[src/rtl/scpu_mem_pkg.sv]
// Shared memory-subsystem definitions for the SCPU ROM path.
// Holds ROM geometry, the requester-port enum and the ROM window range check.
package scpu_mem_pkg;

    localparam int unsigned ROM_ADDR_W = 11;
    localparam int unsigned ROM_DATA_W = 32;
    localparam logic [31:0] ROM_BASE   = 32'h0000_0000;

    typedef enum logic {
        PORT_IF = 1'b0,
        PORT_LD = 1'b1
    } port_sel_e;

    // True when addr is word-aligned inside [base, base + 4*2**addr_w); offset wraps mod 2**32.
    function automatic logic rom_range_ok(input logic [31:0] addr,
                                          input logic [31:0] base,
                                          input int unsigned addr_w);
        logic [31:0] off;
        logic [32:0] lim;
        off = addr - base;
        lim = 33'(1) << (addr_w + 32'd2);
        return (off[1:0] == 2'b00) && (33'(off) < lim);
    endfunction

endpackage

[src/rtl/rr_arb2.sv]
// Two-input round-robin arbiter with a last-winner register.
// Ports: clk, rst (sync active-high), i_req_if / i_req_ld requests,
//        o_gnt_if_c / o_gnt_ld_c combinational one-hot grants.
module rr_arb2
    import scpu_mem_pkg::*;
(
    input  logic clk,
    input  logic rst,
    input  logic i_req_if,
    input  logic i_req_ld,
    output logic o_gnt_if_c,
    output logic o_gnt_ld_c
);

    port_sel_e r_last;
    port_sel_e w_last_nxt;

    // Last-winner register; resets to LD so IF takes the first contention.
    always_ff @(posedge clk) begin
        if (rst) begin
            r_last <= PORT_LD;
        end else begin
            r_last <= w_last_nxt;
        end
    end

    // Grant logic; the last winner only moves on contended cycles.
    always_comb begin
        o_gnt_if_c = 1'b0;
        o_gnt_ld_c = 1'b0;
        w_last_nxt = r_last;
        if (i_req_if && i_req_ld) begin
            if (r_last == PORT_LD) begin
                o_gnt_if_c = 1'b1;
                w_last_nxt = PORT_IF;
            end else begin
                o_gnt_ld_c = 1'b1;
                w_last_nxt = PORT_LD;
            end
        end else begin
            o_gnt_if_c = i_req_if;
            o_gnt_ld_c = i_req_ld;
        end
    end

endmodule

[src/rtl/rom_port_arbiter.sv]
// Shares one combinational-read instruction ROM between the IF and LD ports.
// Ports: clk, rst (sync active-high);
//        if_req/if_addr -> if_gnt (comb), if_rvalid/if_rdata/if_err (registered);
//        ld_req/ld_addr -> ld_gnt (comb), ld_rvalid/ld_rdata/ld_err (registered);
//        rom_addr (comb word address) / rom_data (comb read data).
module rom_port_arbiter
    import scpu_mem_pkg::*;
#(
    parameter int unsigned ADDR_W   = ROM_ADDR_W,
    parameter int unsigned DATA_W   = ROM_DATA_W,
    parameter logic [31:0] ROM_BASE = scpu_mem_pkg::ROM_BASE
) (
    input  logic              clk,
    input  logic              rst,
    input  logic              if_req,
    input  logic [31:0]       if_addr,
    output logic              if_gnt,
    output logic              if_rvalid,
    output logic [DATA_W-1:0] if_rdata,
    output logic              if_err,
    input  logic              ld_req,
    input  logic [31:0]       ld_addr,
    output logic              ld_gnt,
    output logic              ld_rvalid,
    output logic [DATA_W-1:0] ld_rdata,
    output logic              ld_err,
    output logic [ADDR_W-1:0] rom_addr,
    input  logic [DATA_W-1:0] rom_data
);

    localparam int unsigned STREAK_W   = 4;
    localparam logic [STREAK_W-1:0] STREAK_MAX = 4'd15;

    logic              w_if_gnt;
    logic              w_ld_gnt;
    logic [31:0]       w_sel_addr;
    logic [31:0]       w_off;
    logic              w_ok;
    logic [DATA_W-1:0] w_rdata;

    logic              r_if_rvalid;
    logic              r_if_err;
    logic [DATA_W-1:0] r_if_rdata;
    logic              r_ld_rvalid;
    logic              r_ld_err;
    logic [DATA_W-1:0] r_ld_rdata;

    logic [STREAK_W-1:0] r_streak;
    logic [STREAK_W-1:0] w_streak_nxt;
    port_sel_e           r_denied;
    port_sel_e           w_denied_nxt;
    logic                w_if_denied;
    logic                w_ld_denied;

    rr_arb2 u_arb (
        .clk        (clk),
        .rst        (rst),
        .i_req_if   (if_req),
        .i_req_ld   (ld_req),
        .o_gnt_if_c (w_if_gnt),
        .o_gnt_ld_c (w_ld_gnt)
    );

    // Address mapping for the winner; rom_addr parks at 0 when idle.
    always_comb begin
        w_sel_addr = w_ld_gnt ? ld_addr : if_addr;
        w_off      = w_sel_addr - ROM_BASE;
        w_ok       = rom_range_ok(w_sel_addr, ROM_BASE, ADDR_W);
        rom_addr   = (w_if_gnt || w_ld_gnt) ? ADDR_W'(w_off >> 2) : '0;
        w_rdata    = w_ok ? rom_data : '0;
    end

    // Response registers; rdata holds its last value when the port is not granted.
    always_ff @(posedge clk) begin
        if (rst) begin
            r_if_rvalid <= 1'b0;
            r_if_err    <= 1'b0;
            r_if_rdata  <= '0;
            r_ld_rvalid <= 1'b0;
            r_ld_err    <= 1'b0;
            r_ld_rdata  <= '0;
        end else begin
            r_if_rvalid <= w_if_gnt;
            r_if_err    <= w_if_gnt & ~w_ok;
            r_ld_rvalid <= w_ld_gnt;
            r_ld_err    <= w_ld_gnt & ~w_ok;
            if (w_if_gnt) r_if_rdata <= w_rdata;
            if (w_ld_gnt) r_ld_rdata <= w_rdata;
        end
    end

    // Starvation diagnostic: consecutive denials of the same port, saturating.
    always_comb begin
        w_streak_nxt = r_streak;
        w_denied_nxt = r_denied;
        w_if_denied  = if_req & ~w_if_gnt;
        w_ld_denied  = ld_req & ~w_ld_gnt;
        if (w_if_denied || w_ld_denied) begin
            w_denied_nxt = w_ld_denied ? PORT_LD : PORT_IF;
            if ((w_denied_nxt == r_denied) && (r_streak != '0)) begin
                w_streak_nxt = (r_streak == STREAK_MAX) ? STREAK_MAX : r_streak + 4'd1;
            end else begin
                w_streak_nxt = 4'd1;
            end
        end else if (((r_denied == PORT_IF) && w_if_gnt) ||
                     ((r_denied == PORT_LD) && w_ld_gnt)) begin
            w_streak_nxt = '0;
        end
    end

    always_ff @(posedge clk) begin
        if (rst) begin
            r_streak <= '0;
            r_denied <= PORT_IF;
        end else begin
            r_streak <= w_streak_nxt;
            r_denied <= w_denied_nxt;
        end
    end

    assign if_gnt    = w_if_gnt;
    assign ld_gnt    = w_ld_gnt;
    assign if_rvalid = r_if_rvalid;
    assign if_rdata  = r_if_rdata;
    assign if_err    = r_if_err;
    assign ld_rvalid = r_ld_rvalid;
    assign ld_rdata  = r_ld_rdata;
    assign ld_err    = r_ld_err;

endmodule

[config.mk]
export PLATFORM = sky130hd
export DESIGN_NAME = rom_port_arbiter
export DESIGN_NICKNAME = d
export VERILOG_FILES = /design/src/rtl/scpu_mem_pkg.sv /design/src/rtl/rr_arb2.sv /design/src/rtl/rom_port_arbiter.sv
export SDC_FILE = /design/constraint.sdc
export NUM_CORES = 1
export LEC_CHECK = 0
export ABC_AREA = 0
export CORE_MARGIN = 2
export CORE_UTILIZATION = 40
export DETAILED_ROUTE_END_ITERATION = 10
export PLACE_DENSITY = 0.85
export SYNTH_ARGS = -nofsm -noshare
export SYNTH_HDL_FRONTEND = slang
export SYNTH_SLANG_ARGS = --single-unit
[constraint.sdc]
create_clock -name clk -period 5.7 [get_ports clk]
set_clock_uncertainty 0.2 [all_clocks]
set_input_delay 1.71 -clock clk [delete_from_list [all_inputs] [get_ports clk]]
set_output_delay 1.71 -clock clk [all_outputs]
set_load 0.02 [all_outputs]
**After elaboration in Yosys (flattened, before gate mapping)**

Index checks and enable logic that the tools add are counted.

- Flip-flop bits (word level): 69
- Input bits: 100
- Word-level logic and storage cells: 22

- Magnitude comparators: 1
- Multiplexer cells: 7
- Bitwise operators: 3
- Reduce and logical (&&, ||, !) cells: 4

Operators by type and width:

| cell | count |
|---|---|
| $mux 32 | 2 |
| $lt 32x14->1 const B | 1 |
| $mux 11 | 1 |
| $mux 1 | 4 |
| $and 1x1->1 | 2 |
| $logic_and 1x1->1 | 2 |
| $logic_not 2->1 | 1 |
| $logic_or 1x1->1 | 1 |
| $not 1->1 | 1 |

**Logic depth before layout (Yosys ltp)**

Gate-level depths: netlist of run 1.

- Depth in word-level cells: 7
- Depth in mapped cells: 9

**Cells and area by module**

From an unflattened synthesis of run 1, not the netlist that was laid out.

- Cell total of the unflattened synthesis: 199
- Area total of the unflattened synthesis: 2457.4 um^2

By module, submodules not included:

| module | times used | cells each | area each (um^2) | seq. area each (um^2) |
|---|---|---|---|---|
| rom_port_arbiter | 1 | 192 | 2396.0 | 1361.3 |
| rr_arb2 | 1 | 7 | 61.3 | 20.0 |

**Worst setup path before layout of run 1**

OpenSTA, ideal clock, no wires.

- Path kind: input -> output
- Start point: in if_req
- End point: out rom_addr[1]
- Arrival: 2.697 ns
- Path slack: 1.093 ns
- Stages on the path: 5
- Buffers on the path: 1
- Cells stage by stage: nand2_1 > nand2_2 > inv_2 > clkbuf_1 > a22o_1

- Word-level cells in the longest chain between the ends: 4
- Elaborated cells between the ends (all ways): 6
- Classes of those cells: 4 x mux; 2 x reduce/logical

Ends and longest elaborated chain:

| element | line | text |
|---|---|---|
| from (decl) | rom_port_arbiter.sv:15 | `input logic if_req,` |
| $logic_and 1x1->1 (*) | rr_arb2.sv:32 | `if (i_req_if && i_req_ld) begin` |
| $mux 1 (*) | rr_arb2.sv:32 |  |
| via ld_gnt | rom_port_arbiter.sv:23 | `output logic ld_gnt,` |
| $mux 32 or $logic_or 1x1->1 (tied branches) | rom_port_arbiter.sv:66, rom_port_arbiter.sv:69 |  |
| $mux 11 (*) | rom_port_arbiter.sv:69 | `rom_addr = (w_if_gnt \|\| w_ld_gnt) ? ADDR_W'(w_off >> 2) : '0;` |
| to (decl) | rom_port_arbiter.sv:27 | `output logic [ADDR_W-1:0] rom_addr,` |

The timed path passes the listed nets; every way through them passes the cells marked *.

**Final worst setup path of run 1**

- Start point: in ld_req
- End point: out rom_addr[3]

- Word-level cells in the longest chain between the ends: 4
- Elaborated cells between the ends (all ways): 6
- Classes of those cells: 4 x mux; 2 x reduce/logical

Ends and longest elaborated chain:

| element | line | text |
|---|---|---|
| from (decl) | rom_port_arbiter.sv:21 | `input logic ld_req,` |
| $logic_and 1x1->1 | rr_arb2.sv:32 |  |
| $mux 1 | rr_arb2.sv:32 |  |
| $mux 32 or $logic_or 1x1->1 (tied branches) | rom_port_arbiter.sv:66, rom_port_arbiter.sv:69 |  |
| $mux 11 (*) | rom_port_arbiter.sv:69 |  |

Every way passes the cells marked *; elsewhere a longest branch is shown, timed or not.

==> qor.yml, run 1 <==
timing:
  fin_crit_sh_pct: 93.8
  timing.fmax_ghz: 0.187
  tightest_slew_ns: 0.788
  fin_ws_ns: 0.355
  final-hold-violation-count: 0
  tns_ns: 0
  period_minus_slack_ns: 5.35
  max_slew_margin_pct: 47.4
  slew_viol_final: 0
  setup_violations: 0
  rsz0062_at_grt: "no"
clocking:
  cts.sinks: 69
  insertion_delay_ns: 0.34
  clkTransAtPathRegs_ns: 0.06
  ctsHtreeMaxLevel: 3
  ctsRootBufferMaster: "clkbuf_8"
  cts_setup_buffers: 0
  clockBufferDepth: 2
  cts_buffers: 9
  cts_hold_buf: 0
  tritoncts: "built"
  cts_resized: 0
power:
  vdd_ir_drop_max_v: 0.000114
  p_total_uw: 1100
  p_per_area_nw_per_um2: 218
  combinationalPowerShare_pct: 14.2
  cellLeakagePower_uw: 0.00171
  p_sw_uw: 257
  p_seq_share_pct: 44.1
  internal_power_uw: 841
  switching_share_pct: 23.4
  clkPwrFrac_pct: 41.7
yosys:
  syn_inst: 300
  ys_ff_latch: 69
  netlist_area_um2: 3000
  synth.distinct_cells: 28
  yosys_warnings: 0
  ys_seq_area_share_pct: 46.0
  synth.net_count: 400
  syn_area_per_cell_um2: 10.0
hold_path:
  min_path_type: "flip-flop to flip-flop"
  hp-start: "if_rdata[11]"
  whs_endpoint: "if_rdata[11]"
  min_delay_path_depth: 2
finish:
  final_nets: 570
  drive_above_1_share_pct: 19.4
  area_delta_synth_final_pct: 67.5
  utilization_pct: 69.3
  n_antenna_cell: 0
route:
  viasPerCell: 5.30
  drc: 0
  wl_per_cell_um: 17.0
  dr.pass1.iters: 5
  ant_nets: 0
  routed_wl_um: 9750
  drt_iter0_drc: 97
  vias: 3042
grt:
  antenna_found_initial: 0
  grt_pass1_vias: 3140
  grt_overflow: 0
  grt_pass1_wl_um: 15400
  track_usage_pct: 23.5
  grt_max_degree: 36
critical_path:
  cpMostUsedCell: "clkdlybuf4s50_1"
  r2r_end: "if_rdata[12]"
  r2r_slack_ns: 3.29
  critPathSlowestCell: "clkdlybuf4s50_1"
  path_max_fanout: 16
  end_kind: "output pin"
  worstPathRequired_ns: 3.79
  path_cells: "clkdlybuf4s50_1, inv_1, o21ai_2, inv_2, a22o_1, clkdlybuf4s50_1"
  reg2reg_depth: 8
  r2r-start: "u_arb.r_last"
  cp-start-kind: "input pin"
  cp_top_family: "buffers and inverters"
  worstSetupPathType: "input pin to output pin"
  cpPeakStageDelay_ns: 0.54
  cp-startpoint: "ld_req"
  critPathBufInv: 4
  critical_path_arrival_ns: 3.44
floorplan:
  die-area_um2: 8220
  die_x_um: 90.6
  rows: 31
  core_um2: 7250
  die_y_um: 90.6
  ioPinCount: 181
  initial_utilization_pct: 41.4
run_status:
  status: "finished clean"
placed_design:
  dp_slack_ns: 0.344
  place_hpwl_um: 6880
  globalplace.congestion: 0.852
  port-buffer-count: 180
flow_run:
  maxCapViolations: 0
[cells by family (layout without fill, tap and decap cells)]
kind of cell    count (synthesis)  count (layout)  share of synthesized area [%]
compound gates                110             110                           33.7
simple gates                   89              89                           13.5
flops                          69              69                           46.0
buf+inv                        32             207                           6.79
[worst max path at each step]
stage | slack, ns | cells past startpoint | to
3_5_place_dp | 0.34 | 6 | rom_addr[3]
5_1_grt | 0.27 | 6 | rom_addr[3]
2_1_floorplan | 1.09 | 5 | rom_addr[1]
4_1_cts | 0.34 | 6 | rom_addr[3]
3_3_place_gp | 0.37 | 6 | rom_addr[5]
6_report | 0.35 | 6 | rom_addr[3]
[registers in the layout, summed over array words and instances, names as in the netlist]
register,cells
if_rdata,32
ld_rdata,32
if_err,1
if_rvalid,1
ld_err,1
ld_rvalid,1
u_arb.r_last,1
[final cells by class]
type / instances / area (um^2)
Fill cell: 562 / 2220
Timing Repair Buffer: 188 / 1860
Multi-Input combinational cell: 199 / 1420
Sequential cell: 69 / 1380
Clock buffer: 11 / 151
Tap cell: 99 / 124
Clock inverter: 5 / 82.6
Inverter: 3 / 11.3
[worst reg2reg max path, stage by stage (launching register included)]
cell      delay (ns)
dfxtp_1         0.35
nand2_1         0.09
nand2_2         0.07
inv_2           0.23
nand3_1         0.18
nor2_4          0.42
buf_4           0.45
o211ai_1        0.17
a21oi_1         0.17
[per-layer routing]
metal	vias to the layer above	global-route usage (%)	part of all wire [%]	wire length [um]
li1	1429	-	-	-
met1	1459	25.9	38	3710
met2	143	43.3	53	5190
met3	11	6.93	7.0	687
met4	0	6.79	1.6	155
met5	-	0	0	0
[per-stage QoR]
step / area [um^2] / instances / hold slack, ns
2_1_floorplan: 3000 / 300 / 0.330
3_3_place_gp: 4800 / 558 / 0.247
3_5_place_dp: 4800 / 558 / 0.252
4_1_cts: 5030 / 574 / 0.262
5_1_grt: 5030 / 574 / 0.275
6_report: 5030 / 574 / 0.263
[cell usage in the layout, fill, tap and decap left out, drive strengths merged, types with 4 or more instances in the layout]
cell,count
a21oi,33
a22o,11
a22oi,32
buf,9
clkbuf,11
clkdlybuf4s50,179
dfxtp,69
nand2,35
nor2,37
nor3,4
nor4,9
o211ai,32
[synth_stat cells]
| cell | n | share of area, % |
|---|---|---|
| dfxtp_1 | 69 | 46 |
| nor2_1 | 36 | 4.5 |
| nand2_1 | 34 | 4.2 |
| a22oi_1 | 32 | 8.0 |
| a21oi_2 | 29 | 8.5 |
| o211ai_2 | 29 | 12 |
| clkbuf_1 | 12 | 1.5 |
| a22o_1 | 11 | 3.2 |
| buf_6 | 6 | 2.2 |
| nor4_1 | 6 | 1.3 |
| a21oi_1 | 4 | 0.67 |
| buf_4 | 4 | 1.0 |
| buf_2 | 3 | 0.50 |
| nor3_1 | 3 | 0.50 |
| nor4_2 | 3 | 1.3 |
| o211ai_1 | 3 | 0.75 |
| buf_1 | 2 | 0.25 |
| clkbuf_8 | 2 | 0.92 |
| inv_2 | 2 | 0.25 |
| nand4_1 | 2 | 0.42 |
| and3_1 | 1 | 0.21 |
| inv_1 | 1 | 0.12 |
| nand2_2 | 1 | 0.21 |
| nand3_1 | 1 | 0.17 |
| nor2_2 | 1 | 0.21 |
| nor3_4 | 1 | 0.54 |
| o21ai_2 | 1 | 0.29 |
| o21bai_1 | 1 | 0.25 |
[power groups by stage]
stage / Sequential [uW] / Clock (uW) / Combinational, uW
after floorplan: 498 / 0 / 51.4
after global placement: 496 / 0 / 154
after detailed placement: 496 / 0 / 155
after CTS: 485 / 463 / 156
after global routing: 485 / 487 / 164
final: 485 / 457 / 156
Note: power is estimated with default switching activity, not from simulation.
==> run 2, diff against run 1 <==
--- a/config.mk
+++ b/config.mk
@@ -7,9 +7,9 @@
 export LEC_CHECK = 0
 export ABC_AREA = 0
 export CORE_MARGIN = 2
-export CORE_UTILIZATION = 40
+export CORE_UTILIZATION = 37
 export DETAILED_ROUTE_END_ITERATION = 10
-export PLACE_DENSITY = 0.85
+export PLACE_DENSITY = 0.8
 export SYNTH_ARGS = -nofsm -noshare
 export SYNTH_HDL_FRONTEND = slang
 export SYNTH_SLANG_ARGS = --single-unit
==> constraint.sdc (replaced) <==
create_clock -name clk -period 5.3 [get_ports clk]
set_clock_uncertainty 0.2 [all_clocks]
set_input_delay 1.59 -clock clk [delete_from_list [all_inputs] [get_ports clk]]
set_output_delay 1.59 -clock clk [all_outputs]
set_load 0.02 [all_outputs]
==> run 2 against run 1 <==
- first-iteration DRC count fell by 6.2%
- non-clock buffer count unchanged
- hold slack worse by 0.0027 ns
- via count shrank 1.9%
- die area up 7.7%
- wire length decreased by 2.7%
- setup slack got worse by 0.26 ns
- critical path type unchanged
==> qor.yml, run 2 (synthesis gave the netlist of run 1 again) <==
clocking:
  ctsRootBufferMaster: "clkbuf_8"
  insertion_delay_ns: 0.33
  ctsHtreeMaxLevel: 3
  cts_hold_buf: 0
  clockBufferDepth: 2
  cts_buffers: 9
  tritoncts: "built"
  cts_setup_buffers: 0
  cts_resized: 0
  cts.sinks: 69
  clkTransAtPathRegs_ns: 0.07
power:
  clkPwrFrac_pct: 35.6
  cellLeakagePower_uw: 0.00168
  p_sw_uw: 275
  vdd_ir_drop_max_v: 0.000130
  switching_share_pct: 25.7
  p_per_area_nw_per_um2: 215
  p_seq_share_pct: 48.8
  internal_power_uw: 794
  combinationalPowerShare_pct: 15.6
finish:
  area_delta_synth_final_pct: 65.7
  final_nets: 570
  fillers: 664
  n_antenna_cell: 0
  utilization_pct: 63.7
  drive_above_1_share_pct: 19.4
  final_common_cell: "clkdlybuf4s50_1"
  mostFrequentLayoutCells: "179 x clkdlybuf4s50_1, 69 x dfxtp_1, 36 x nor2_1"
timing:
  fin_ws_ns: 0.0993
  rsz0062_at_grt: "no"
  period_minus_slack_ns: 5.20
  setup_violations: 0
  slew_viol_final: 0
  tightest_slew_ns: 1.07
  timing.fmax_ghz: 0.192
  final-hold-violation-count: 0
  tns_ns: 0
  fin_crit_sh_pct: 98.1
  max_slew_margin_pct: 28.9
critical_path:
  cpMostUsedCell: "clkdlybuf4s50_1"
  cp_top_family: "buffers and inverters"
  worstSetupPathType: "input pin to output pin"
  end_kind: "output pin"
  path_cells: "clkdlybuf4s50_1, inv_1, o21ai_2, inv_2, buf_4, clkdlybuf4s50_1"
  critPathSlowestCell: "clkdlybuf4s50_1"
  critPathBufInv: 5
  cpPeakStageDelay_ns: 0.67
  path_max_fanout: 14
  critical_path_arrival_ns: 3.41
  worstPathRequired_ns: 3.51
  cp-start-kind: "input pin"
grt:
  use_met1_pct: 24.0
  grt_pass1_wl_um: 14800
  track_usage_pct: 21.5
  grt_max_degree: 49
  grt_use_met2_pct: 38.0
  grt_use_met3_pct: 6.90
  grt_pass1_vias: 3070
  antenna_found_initial: 0
  grt_overflow: 0
  grt.busiest_layer: "met2"
route:
  drc: 0
  wl_per_cell_um: 16.4
  dr.pass1.iters: 4
  vias: 2984
  ant_nets: 0
  drt_iter0_drc: 91
  routed_wl_um: 9480
  viasPerCell: 5.17
flow_run:
  maxCapViolations: 0
floorplan:
  rows: 32
  ioPinCount: 181
  die_x_um: 94.1
  die-area_um2: 8850
  core_um2: 7810
  initial_utilization_pct: 38.5
  die_y_um: 94.1
placed_design:
  port-buffer-count: 180
  dp_slack_ns: 0.0724
  place_hpwl_um: 6900
  globalplace.congestion: 0.781
hold_path:
  min_path_type: "flip-flop to flip-flop"
run_status:
  status: "finished clean"
run 2: cell count changes in the layout (fill, tap and decap cells not counted), sizes merged:
cell,delta
bufinv,-2
clkinvlp,+2
clkbuf,-1
clkinv,+1
run 2: metrics by stage:
stage | power, uW | instances | instance area (um^2) | hold WS [ns]
after floorplan | 591 | 300 | 3000 | 0.330
after CTS | 1080 | 577 | 4980 | 0.262
final | 1070 | 577 | 4980 | 0.260
after detailed placement | 700 | 561 | 4800 | 0.243
after global routing | 1120 | 577 | 4980 | 0.276
after global placement | 698 | 561 | 4800 | 0.247
run 2: power by group through the flow:
stage               Sequential [uW]  Combinational [uW]  Clock (uW)
global route                    521                 177         417
finish                          521                 167         381
CTS                             521                 168         389
floorplan                       535                55.3           0
detailed placement              533                 167           0
global placement                533                 165           0
run 2: path summary, 6_finish.rpt:
check                                   from      endpoint  slack (ns)  depth (start not counted)
worst min-delay path            if_rdata[21]  if_rdata[21]        0.26                          2
worst min register to register  if_rdata[21]  if_rdata[21]        0.26                          2
worst max-delay path                  ld_req        if_gnt         0.1                          6
worst max register to register  u_arb.r_last  if_rdata[12]        3.21                          8
run 2: cell type report:
| class | count | area (um^2) | share of cell area, % |
|---|---|---|---|
| clock buffer | 10 | 138 | 2.77 |
| inverter | 3 | 11.3 | 0.226 |
| clock inverter | 6 | 38.8 | 0.779 |
| sequential | 69 | 1380 | 27.8 |
| multi-input combinational | 199 | 1420 | 28.6 |
| tap | 102 | 128 | 2.56 |
| timing repair buffer | 188 | 1860 | 37.3 |
run 2: worst reg2reg max path, cell delays in order, from the launching register on:
cell      delay, ns
dfxtp_1        0.34
nand2_1        0.09
nand2_2        0.07
inv_2          0.23
nand3_1        0.18
nor2_4         0.11
buf_4          0.44
o211ai_1       0.19
a21oi_1        0.17
run 2: layer usage:
layer | vias up | part of all wire (%) | wire length [um]
met3 | 14 | 7.2 | 680
li1 | 1431 | - | -
met2 | 129 | 52 | 4940
met5 | - | 0 | 0
met1 | 1410 | 39 | 3690
met4 | 0 | 1.9 | 178
